==> src/rtl/seq_alu.sv <==
// Sequential multi-cycle ALU: IDLE/EXEC/DONE controller with iterative multiply,
// restoring divide and bit-serial shifts; results are registered at the end of DONE.
module seq_alu #(
    parameter int WIDTH = 16,
    parameter int CNT_W = 6
) (
    input  logic             clk,
    input  logic             reset,
    input  logic             alu_start,
    input  logic [WIDTH-1:0] op1,
    input  logic [WIDTH-1:0] op2,
    input  logic [5:0]       alu_control,
    output logic [WIDTH-1:0] out,
    output logic [3:0]       flags,
    output logic             alu_done,
    output logic             busy,
    output logic             err
);

    localparam logic [1:0] ST_IDLE = 2'd0;
    localparam logic [1:0] ST_EXEC = 2'd1;
    localparam logic [1:0] ST_DONE = 2'd2;

    localparam logic [4:0] OP_ADD = 5'b01011;
    localparam logic [4:0] OP_SUB = 5'b01100;
    localparam logic [4:0] OP_LSR = 5'b01101;
    localparam logic [4:0] OP_LSL = 5'b01110;
    localparam logic [4:0] OP_ROR = 5'b01111;
    localparam logic [4:0] OP_ROL = 5'b10000;
    localparam logic [4:0] OP_MOV = 5'b10001;
    localparam logic [4:0] OP_MUL = 5'b10010;
    localparam logic [4:0] OP_DIV = 5'b10011;
    localparam logic [4:0] OP_MOD = 5'b10100;
    localparam logic [4:0] OP_AND = 5'b10101;
    localparam logic [4:0] OP_OR  = 5'b10110;
    localparam logic [4:0] OP_XOR = 5'b10111;
    localparam logic [4:0] OP_NOT = 5'b11000;
    localparam logic [4:0] OP_CMP = 5'b11001;
    localparam logic [4:0] OP_TST = 5'b11010;
    localparam logic [4:0] OP_INC = 5'b11011;
    localparam logic [4:0] OP_DEC = 5'b11100;

    localparam logic [WIDTH-1:0] W_VAL = WIDTH'(WIDTH);
    localparam logic [CNT_W-1:0] W_CNT = CNT_W'(WIDTH);

    logic [1:0]       state;
    logic [CNT_W-1:0] cnt;

    logic [4:0]       op_p0;
    logic             unsup_p0;
    logic [WIDTH-1:0] a_p0;
    logic [WIDTH-1:0] b_p0;
    logic [WIDTH-1:0] hi_p0;
    logic [WIDTH-1:0] lo_p0;
    logic             cf_p0;

    logic             unsup_in;
    logic [CNT_W-1:0] cnt_in;

    logic [WIDTH:0]   mul_sum;
    logic [WIDTH:0]   div_shift;
    logic [WIDTH:0]   div_diff;

    logic [WIDTH-1:0] b_eff;
    logic [WIDTH:0]   add_full;
    logic [WIDTH:0]   sub_full;
    logic [WIDTH-1:0] res;
    logic             res_cf;
    logic             res_vf;
    logic             res_err;

    function automatic logic add_ovf(input logic [WIDTH-1:0] x, input logic [WIDTH-1:0] y,
                                     input logic [WIDTH-1:0] s);
        return (x[WIDTH-1] == y[WIDTH-1]) && (s[WIDTH-1] != x[WIDTH-1]);
    endfunction

    function automatic logic sub_ovf(input logic [WIDTH-1:0] x, input logic [WIDTH-1:0] y,
                                     input logic [WIDTH-1:0] d);
        return (x[WIDTH-1] != y[WIDTH-1]) && (d[WIDTH-1] != x[WIDTH-1]);
    endfunction

    assign busy = (state == ST_EXEC) || (state == ST_DONE);

    // Iteration count chosen at acceptance; zero means a single-step operation.
    always_comb begin
        unsup_in = 1'b0;
        cnt_in   = '0;
        if (alu_control == 6'b111011 || alu_control == 6'b111100) begin
            unsup_in = 1'b1;
        end else if (alu_control[4:0] < OP_ADD || alu_control[4:0] > OP_DEC) begin
            unsup_in = 1'b1;
        end
        if (!unsup_in) begin
            case (alu_control[4:0])
                OP_MUL:         cnt_in = W_CNT;
                OP_DIV, OP_MOD: cnt_in = (op2 == '0) ? '0 : W_CNT;
                OP_LSL, OP_LSR: cnt_in = (op2 >= W_VAL) ? W_CNT : CNT_W'(op2);
                OP_ROL, OP_ROR: cnt_in = CNT_W'(op2 % W_VAL);
                default:        cnt_in = '0;
            endcase
        end
    end

    always_comb begin
        mul_sum   = {1'b0, hi_p0} + (lo_p0[0] ? {1'b0, b_p0} : '0);
        div_shift = {hi_p0, lo_p0[WIDTH-1]};
        div_diff  = div_shift - {1'b0, b_p0};
    end

    always_comb begin
        b_eff    = (op_p0 == OP_INC || op_p0 == OP_DEC) ? WIDTH'(1) : b_p0;
        add_full = {1'b0, a_p0} + {1'b0, b_eff};
        sub_full = {1'b0, a_p0} - {1'b0, b_eff};
        res      = '0;
        res_cf   = 1'b0;
        res_vf   = 1'b0;
        res_err  = 1'b0;
        if (unsup_p0) begin
            res_err = 1'b1;
        end else begin
            case (op_p0)
                OP_ADD, OP_INC: begin
                    res    = add_full[WIDTH-1:0];
                    res_cf = add_full[WIDTH];
                    res_vf = add_ovf(a_p0, b_eff, add_full[WIDTH-1:0]);
                end
                OP_SUB, OP_CMP, OP_DEC: begin
                    res    = sub_full[WIDTH-1:0];
                    res_cf = a_p0 < b_eff;
                    res_vf = sub_ovf(a_p0, b_eff, sub_full[WIDTH-1:0]);
                end
                OP_MUL: begin
                    res    = lo_p0;
                    res_cf = |hi_p0;
                    res_vf = |hi_p0;
                end
                OP_DIV: begin
                    res     = (b_p0 == '0) ? '1 : lo_p0;
                    res_err = (b_p0 == '0);
                end
                OP_MOD: begin
                    res     = (b_p0 == '0) ? a_p0 : hi_p0;
                    res_err = (b_p0 == '0);
                end
                OP_LSL, OP_LSR, OP_ROL, OP_ROR: begin
                    res    = lo_p0;
                    res_cf = cf_p0;
                end
                OP_AND, OP_TST: res = a_p0 & b_p0;
                OP_OR:          res = a_p0 | b_p0;
                OP_XOR:         res = a_p0 ^ b_p0;
                OP_NOT:         res = ~a_p0;
                OP_MOV:         res = b_p0;
                default:        res_err = 1'b1;
            endcase
        end
    end

    always_ff @(posedge clk) begin
        if (reset) begin
            state    <= ST_IDLE;
            cnt      <= '0;
            out      <= '0;
            flags    <= '0;
            err      <= 1'b0;
            alu_done <= 1'b0;
        end else begin
            alu_done <= 1'b0;
            case (state)
                ST_IDLE: begin
                    if (alu_start) begin
                        state <= ST_EXEC;
                        cnt   <= cnt_in;
                    end
                end
                ST_EXEC: begin
                    if (cnt == '0) begin
                        state <= ST_DONE;
                    end else begin
                        cnt <= cnt - 1'b1;
                    end
                end
                ST_DONE: begin
                    state    <= ST_IDLE;
                    out      <= res;
                    flags    <= {(res == '0), res[WIDTH-1], res_cf, res_vf};
                    err      <= res_err;
                    alu_done <= 1'b1;
                end
                default: state <= ST_IDLE;
            endcase
        end
    end

    // Operand capture on acceptance, then one iteration step per EXEC cycle.
    always_ff @(posedge clk) begin
        if (state == ST_IDLE && alu_start) begin
            a_p0     <= op1;
            b_p0     <= op2;
            op_p0    <= alu_control[4:0];
            unsup_p0 <= unsup_in;
            hi_p0    <= '0;
            lo_p0    <= op1;
            cf_p0    <= 1'b0;
        end else if (state == ST_EXEC && cnt != '0) begin
            case (op_p0)
                OP_MUL: {hi_p0, lo_p0} <= {mul_sum, lo_p0[WIDTH-1:1]};
                OP_DIV, OP_MOD: begin
                    if (!div_diff[WIDTH]) begin
                        hi_p0 <= div_diff[WIDTH-1:0];
                        lo_p0 <= {lo_p0[WIDTH-2:0], 1'b1};
                    end else begin
                        hi_p0 <= div_shift[WIDTH-1:0];
                        lo_p0 <= {lo_p0[WIDTH-2:0], 1'b0};
                    end
                end
                OP_LSL: begin
                    cf_p0 <= lo_p0[WIDTH-1];
                    lo_p0 <= {lo_p0[WIDTH-2:0], 1'b0};
                end
                OP_LSR: begin
                    cf_p0 <= lo_p0[0];
                    lo_p0 <= {1'b0, lo_p0[WIDTH-1:1]};
                end
                OP_ROL: begin
                    cf_p0 <= lo_p0[WIDTH-1];
                    lo_p0 <= {lo_p0[WIDTH-2:0], lo_p0[WIDTH-1]};
                end
                OP_ROR: begin
                    cf_p0 <= lo_p0[0];
                    lo_p0 <= {lo_p0[0], lo_p0[WIDTH-1:1]};
                end
                default: cf_p0 <= cf_p0;
            endcase
        end
    end

endmodule

==> config.mk <==
export PLATFORM = sky130hd
export DESIGN_NAME = seq_alu
export DESIGN_NICKNAME = d
export VERILOG_FILES = /design/src/rtl/seq_alu.sv
export SDC_FILE = /design/constraint.sdc
export NUM_CORES = 1
export LEC_CHECK = 0
export CAP_MARGIN = 20
export CORE_MARGIN = 4
export CORE_UTILIZATION = 55
export DETAILED_ROUTE_END_ITERATION = 6
export GPL_ROUTABILITY_DRIVEN = 1
export PLACE_DENSITY = 0.75
export SLEW_MARGIN = 10
export SYNTH_ARGS = -nofsm -noshare
export SYNTH_HDL_FRONTEND = slang
export SYNTH_SLANG_ARGS = --single-unit
==> constraint.sdc <==
create_clock -name clk -period 5.5 [get_ports clk]
set_clock_uncertainty 0.2 [all_clocks]
set_input_delay 1.1 -clock clk [delete_from_list [all_inputs] [get_ports clk]]
set_output_delay 1.1 -clock clk [all_outputs]
set_load 0.01 [all_outputs]
# After elaboration in Yosys (flattened, before gate mapping)
# Cells that the tools add are included.
# op_classes
n_addsub,5
n_lt_le_gt_ge,4
eq_ne,36
mux,32
bitwise,4
reduce_logical,37
# op_table
op,n
$pmux W16 S10,1
$mux W16,8
$pmux W16 S6,1
$eq A5 B5 Y1 const B,17
$logic_not A16 Y1,3
$eq A5 B4 Y1 const B,8
$add A16 B16 Y17,2
$pmux W16 S2,1
$reduce_or A16 Y1,2
$mux W6,4
$pmux W6 S4,1
$sub A17 B16 Y17,1
$and A16 B16 Y16,1
$ge A16 B5 Y1 const B,1
$lt A16 B16 Y1,1
$not A16 Y16,1
$or A16 B16 Y16,1
$reduce_or A2 Y1,8
$sub A16 B16 Y16,1
$xor A16 B16 Y16,1
$eq A6 B6 Y1 const B,2
$pmux W6 S2,1
$reduce_and A2 Y1,4
$reduce_bool A2 Y1,4
26 further kinds,43
# word_totals
regBits,101
inputBits,41
out_inout_bits,23
wordCells,131

# Logic depth before layout (Yosys ltp)
# logic_depth
depth_word,8
mapped_depth,21
ltp_nobuf,18

# Least setup slack after synthesis
# OpenSTA, ideal clock, no wires.
# synth_path
kind,reg-to-reg
from,register op_p0[1]
to,register flags[3]
setup_ns,0.116
arrival_ns,4.167
t_required_ns,5.184
slack_ns,1.018
stages_incl_launch_ff,20
path_buffers,4
period_less_slack_ns,4.482
cell_sequence,edfxtp_1 > clkbuf_1 > buf_2 > clkbuf_1 > o21ai_0 > nand3_1 > clkbuf_1 > nand2_1 > ha_1 > fa_1 > nand3b_1 > a21oi_1 > a311oi_1 > o21ai_1 > a21oi_1 > o311a_1 > or3_1 > a31oi_1 > nor4b_1 > a31o_1
# synth_between
elab_chain_len,7
elab_cells_between_ends,29
cone_classes,2 x add/sub; 18 x eq/ne; 3 x mux; 6 x reduce/logical
# synth_lines
element,line_no,source
start: declaration,49,logic [4:0] op_p0;
start signal: assignment,200,op_p0 <= alu_control[4:0];
$eq A5 B5 Y1,"111, 121",
$logic_or A1 B1 Y1,111,b_eff = (op_p0 == OP_INC || op_p0 == OP_DEC) ? WIDTH'(1) : b_p0;
$mux W16,111,
$sub A16 B16 Y16 or $add A16 B16 Y17 (tied branches),"113, 112",
$pmux W16 S10 (*),121,case (op_p0)
$mux W16 (*),118,if (unsup_p0) begin
$logic_not A16 Y1 (*),186,"flags <= {(res == '0), res[WIDTH-1], res_cf, res_vf};"
end signal: assignment,186,
end: declaration,14,"output logic [3:0] flags,"
# Every way passes the cells marked *; elsewhere a longest branch is shown, timed or not.
# A chain may end at the register's enable or synchronous reset.

# Final worst setup path
# layout_path
from,register op_p0[0]
to,register flags[3]
# Same word-level chain as after synthesis.

==> metrics.log <==
[metrics] result of the run: finished, final reports clean
[metrics] number of enable-type register cells in the synthesized netlist: 54
[metrics] number of remaining DRC errors: 0
[metrics] mean routed wirelength per cell: 21.4 um
[metrics] Max-Cap Viols: 0
[metrics] Antenna Nets Post-Route: 0
[metrics] Slowest Stage Delay on Critical Path: roughly 0.40 ns
[metrics] main area contributors after synthesis: sky130_fd_sc_hd__edfxtp_1 (17%), sky130_fd_sc_hd__ha_1 (14%), sky130_fd_sc_hd__dfxtp_1 (9.5%)
[metrics] post-cts hold buffer count: 0
[metrics] count of instances resized after the clock tree is built: 0
[metrics] Met1 Routed Length: 13.0 mm
[metrics] antenna violations before repair: 0
[metrics] clock root buffer: sky130_fd_sc_hd__clkbuf_16
[metrics] setup repair after global routing missed its margin: false
[metrics] Clock transition at path regs: 0.08 ns
[metrics] Inserted Diodes: 0
[metrics] measured slew at the worst slew-check pin: roughly 1.0 ns
[metrics] final hold violation count: 0
[metrics] Mapped Nets: between 1k and 1.5k
[metrics] die extent in x: around 140 um
[metrics] fmax: 219 MHz
[metrics] Yosys cell types: 78
[metrics] cell type group with the largest total delay on the critical path: compound AO/OA/AOI/OAI gates
[metrics] Post-Syn Instances: 1,213
[metrics] Hold WS: 0.265 ns
[metrics] setup violators final: 0
[metrics] worst path cell trace: buf_4 -> nor2b_1 -> nand2_1 -> o21ai_0 -> nand3_1 -> buf_4 -> nand2_1 -> ha_1 -> fa_1 -> nand3b_1 -> a21oi_1 -> a311oi_1 -> o21ai_1 -> a21oi_1 -> o311a_1 -> or3_1 -> a31oi_1 -> nor4b_1 -> a31o_1
[metrics] Top FF cell, synth: sky130_fd_sc_hd__edfxtp_1
[metrics] H-tree levels: 3
[metrics] number of post-CTS setup repair buffers: 0
[metrics] clock insertion delay at the later pin of the skew report: 0.37 ns
[metrics] Util after Layout: ~62%
[metrics] placement row count: 48
[metrics] number of global-route vias before repair: between 8k and 9k
[metrics] type of the most critical hold path: register to register
[metrics] sort of element at the start of the critical path: register
[metrics] final critical path time including I/O delays and setup: around 4.6 ns
[metrics] met3 wire length: 2.62 mm
[metrics] Critical Path RT: approximately 5.6 ns
[metrics] count of pins over their slew limit: 0
[metrics] Max transition margin: around 32%
[metrics] final global-route overflow total: 0
[metrics] placeable core region: around 17,000 um^2
[metrics] number of CTS-inserted buffers: 9
[metrics] aggregate global-route resource usage: 31.6%
[metrics] via count: 9,557
[metrics] sequential fraction of design power: between 30% and 40%
[metrics] drt initial violations: 899
[metrics] worst-path cell with the longest stage delay: sky130_fd_sc_hd__fa_1
[metrics] Yosys top cell area share: around 17%
[metrics] ratio of cells with drive above 1 in the final layout: 4.40%
[metrics] filler instances: ~1.6k
[metrics] arrival time reported for the critical path endpoint: 4.64 ns
[metrics] I/O pins: 64
[metrics] area of the mapped netlist: approximately 9700 um^2
[metrics] via-per-instance ratio: 6.48
[metrics] wire length of the first global-routing pass: roughly 49 mm
[metrics] warnings from Yosys: 0
[metrics] Crit Path Max Fanout: 23
[metrics] drt total wl: 31.6 mm
[metrics] Yosys top cell by area: sky130_fd_sc_hd__edfxtp_1
[metrics] power per cell area: 388 nW/um^2
[metrics] static leakage: 4.33 nW
[metrics] internal cell power: ~2.2 mW
[metrics] maximum buffer depth of the clock tree: 2
[metrics] initial standard-cell utilization of the core: a little under three fifths
[metrics] most frequent cells in the layout: sky130_fd_sc_hd__nand2_1 (140), sky130_fd_sc_hd__a21oi_1 (108), sky130_fd_sc_hd__ha_1 (108)
[metrics] net count of the finished layout: 1,398
[metrics] GPL Wtd Cong: between 0.9 and 1
[metrics] summed negative setup slack over all endpoints: 0 ns
[metrics] post-synthesis area per instance: 7.98 um^2
[metrics] largest net degree at the start of global routing: 71
[metrics] Max rail drop VDD: 0.226 mV
[metrics] most frequent standard cell in the layout excluding fill and tap cells: sky130_fd_sc_hd__nand2_1
[metrics] Logic pwr share: 52.7%
[metrics] critical path buffer and inverter count: 2
[metrics] Detailed Place HPWL: 23.9 mm
[metrics] number of sinks driven by the clock tree: 100
[metrics] die outline area: a little under 20,000 um^2
[metrics] Async S/R FF share, synth: 0%
[metrics] uppermost metal layer occupied by signal nets: met4
[metrics] Vert. Die Dim: 141 um
[metrics] type of destination of the critical path: register
[metrics] flip-flop and latch area: ~2500 um^2
[metrics] net switching power of the design: 1.96 mW
[metrics] kind of critical path: register to register
[metrics] area taken by multi-input logic gates: between 6000 and 7000 um^2
[metrics] layout overhead on the synthesized area: 11.2%
[metrics] DR WL met2: approximately 14 mm
[metrics] DRT Pass-1 Iters: 5
[metrics] TritonCTS clock tree: built
[metrics] Switching Share: 47.1%
[metrics] sequential area share after synthesis: 26.3%
[metrics] register bit total from synthesis: 100
[metrics] clock network power share: 15.8%
[metrics] port buffer count: 63
[metrics] Period Utilization, post-route: between 80% and 90%
==> worst register-to-register path, cell delays in order, from the launching register on <==
cell and delay [ns]:
sky130_fd_sc_hd__edfxtp_1 0.39, sky130_fd_sc_hd__buf_4 0.22, sky130_fd_sc_hd__nor2b_1 0.18, sky130_fd_sc_hd__nand2_1 0.09
sky130_fd_sc_hd__o21ai_0 0.08, sky130_fd_sc_hd__nand3_1 0.09, sky130_fd_sc_hd__buf_4 0.24, sky130_fd_sc_hd__nand2_1 0.14
sky130_fd_sc_hd__ha_1 0.22, sky130_fd_sc_hd__fa_1 0.40, sky130_fd_sc_hd__nand3b_1 0.20, sky130_fd_sc_hd__a21oi_1 0.28
sky130_fd_sc_hd__a311oi_1 0.20, sky130_fd_sc_hd__o21ai_1 0.18, sky130_fd_sc_hd__a21oi_1 0.11, sky130_fd_sc_hd__o311a_1 0.39
sky130_fd_sc_hd__or3_1 0.31, sky130_fd_sc_hd__a31oi_1 0.24, sky130_fd_sc_hd__nor4b_1 0.08, sky130_fd_sc_hd__a31o_1 0.21
==> power by group through the flow <==
stage	sequential [mW]	clock, mW	combinational, mW
2_1_floorplan	1.16	0	1.62
3_3_place_gp	1.31	0	2.11
3_5_place_dp	1.32	0	2.14
4_1_cts	1.30	0.663	2.16
5_1_grt	1.32	0.689	2.44
6_report	1.31	0.659	2.20
==> cell families (layout without fill, tap and decap cells) <==
family	Yosys count	count (layout)	synth area share, %
and+or+nand+nor	396	396	19.8
muxes	32	32	3.36
xor gates and xnor gates	37	37	3.35
adders and majority gates	113	113	14.9
AOI/OAI and AO/OA	394	394	26.5
DFF	100	100	26.3
buffers and inverters	141	178	5.86
==> stage by stage <==
step / worst slack (ns) / instance area (um^2) / instances / total power, mW
after floorplan: 1.02 / 9680 / 1213 / 2.78
after CTS: 1.01 / 10800 / 1475 / 4.12
final: 0.940 / 10800 / 1475 / 4.17
after global placement: 1.14 / 10500 / 1458 / 3.42
after global routing: 0.560 / 10800 / 1475 / 4.45
after detailed placement: 1.03 / 10500 / 1459 / 3.46
==> sequential cells by signal, summed over array words and instances, names as in the netlist <==
signal and count:
hi_p0 16, out 15, unsup_p0 1, a_p0 16, flags 4, op_p0 5, state 2, lo_p0 16
b_p0 16, err 1, cf_p0 1, cnt 6, alu_done 1
==> cell usage after synthesis (8+ instances only) <==
master,number
sky130_fd_sc_hd__a21oi_1,108
sky130_fd_sc_hd__mux2i_1,28
sky130_fd_sc_hd__dfxtp_1,46
sky130_fd_sc_hd__nand2b_1,23
sky130_fd_sc_hd__nor2_1,89
sky130_fd_sc_hd__and2_1,15
sky130_fd_sc_hd__or2_2,8
sky130_fd_sc_hd__a211oi_1,21
sky130_fd_sc_hd__xnor2_1,27
sky130_fd_sc_hd__nand3_1,17
sky130_fd_sc_hd__nand2_1,140
sky130_fd_sc_hd__ha_1,108
sky130_fd_sc_hd__a221oi_1,9
sky130_fd_sc_hd__buf_2,15
sky130_fd_sc_hd__o31ai_1,8
sky130_fd_sc_hd__edfxtp_1,54
sky130_fd_sc_hd__xor2_1,10
sky130_fd_sc_hd__a22oi_1,9
sky130_fd_sc_hd__o22ai_1,15
sky130_fd_sc_hd__nand4_1,8
sky130_fd_sc_hd__a31oi_1,15
sky130_fd_sc_hd__o21a_1,10
sky130_fd_sc_hd__o21ai_0,90
sky130_fd_sc_hd__a21o_1,13
sky130_fd_sc_hd__nor2b_1,17
sky130_fd_sc_hd__nor3_1,28
sky130_fd_sc_hd__o211ai_1,13
sky130_fd_sc_hd__nor4_1,14
sky130_fd_sc_hd__inv_1,83
sky130_fd_sc_hd__clkbuf_1,38
==> routing by layer <==
layer / global-route usage [%] / vias to the layer above
li1: - / 4520
met1: 40.8 / 4482
met2: 50.4 / 460
met3: 5.56 / 95
met4: 17.2 / 0
met5: 0 / -
==> final timing paths <==
| kind | cells past startpoint | startpoint | slack, ns | to |
|---|---|---|---|---|
| worst min-delay path | 2 | cnt[5] | 0.27 | cnt[5] |
| worst min register to register | 2 | cnt[5] | 0.27 | cnt[5] |
| worst max register to register | 19 | op_p0[0] | 0.94 | flags[3] |
| worst max-delay path | 19 | op_p0[0] | 0.94 | flags[3] |
==> area by class of cell <==
class / instances / area share (%)
Multi-Input combinational cell: 972 / 61.1
Sequential cell: 100 / 23.6
Timing Repair Buffer: 79 / 6.95
Inverter: 83 / 2.89
Tap cell: 225 / 2.62
Clock buffer: 9 / 2.09
Clock inverter: 7 / 0.744
Power figures use the tool's default switching activity.
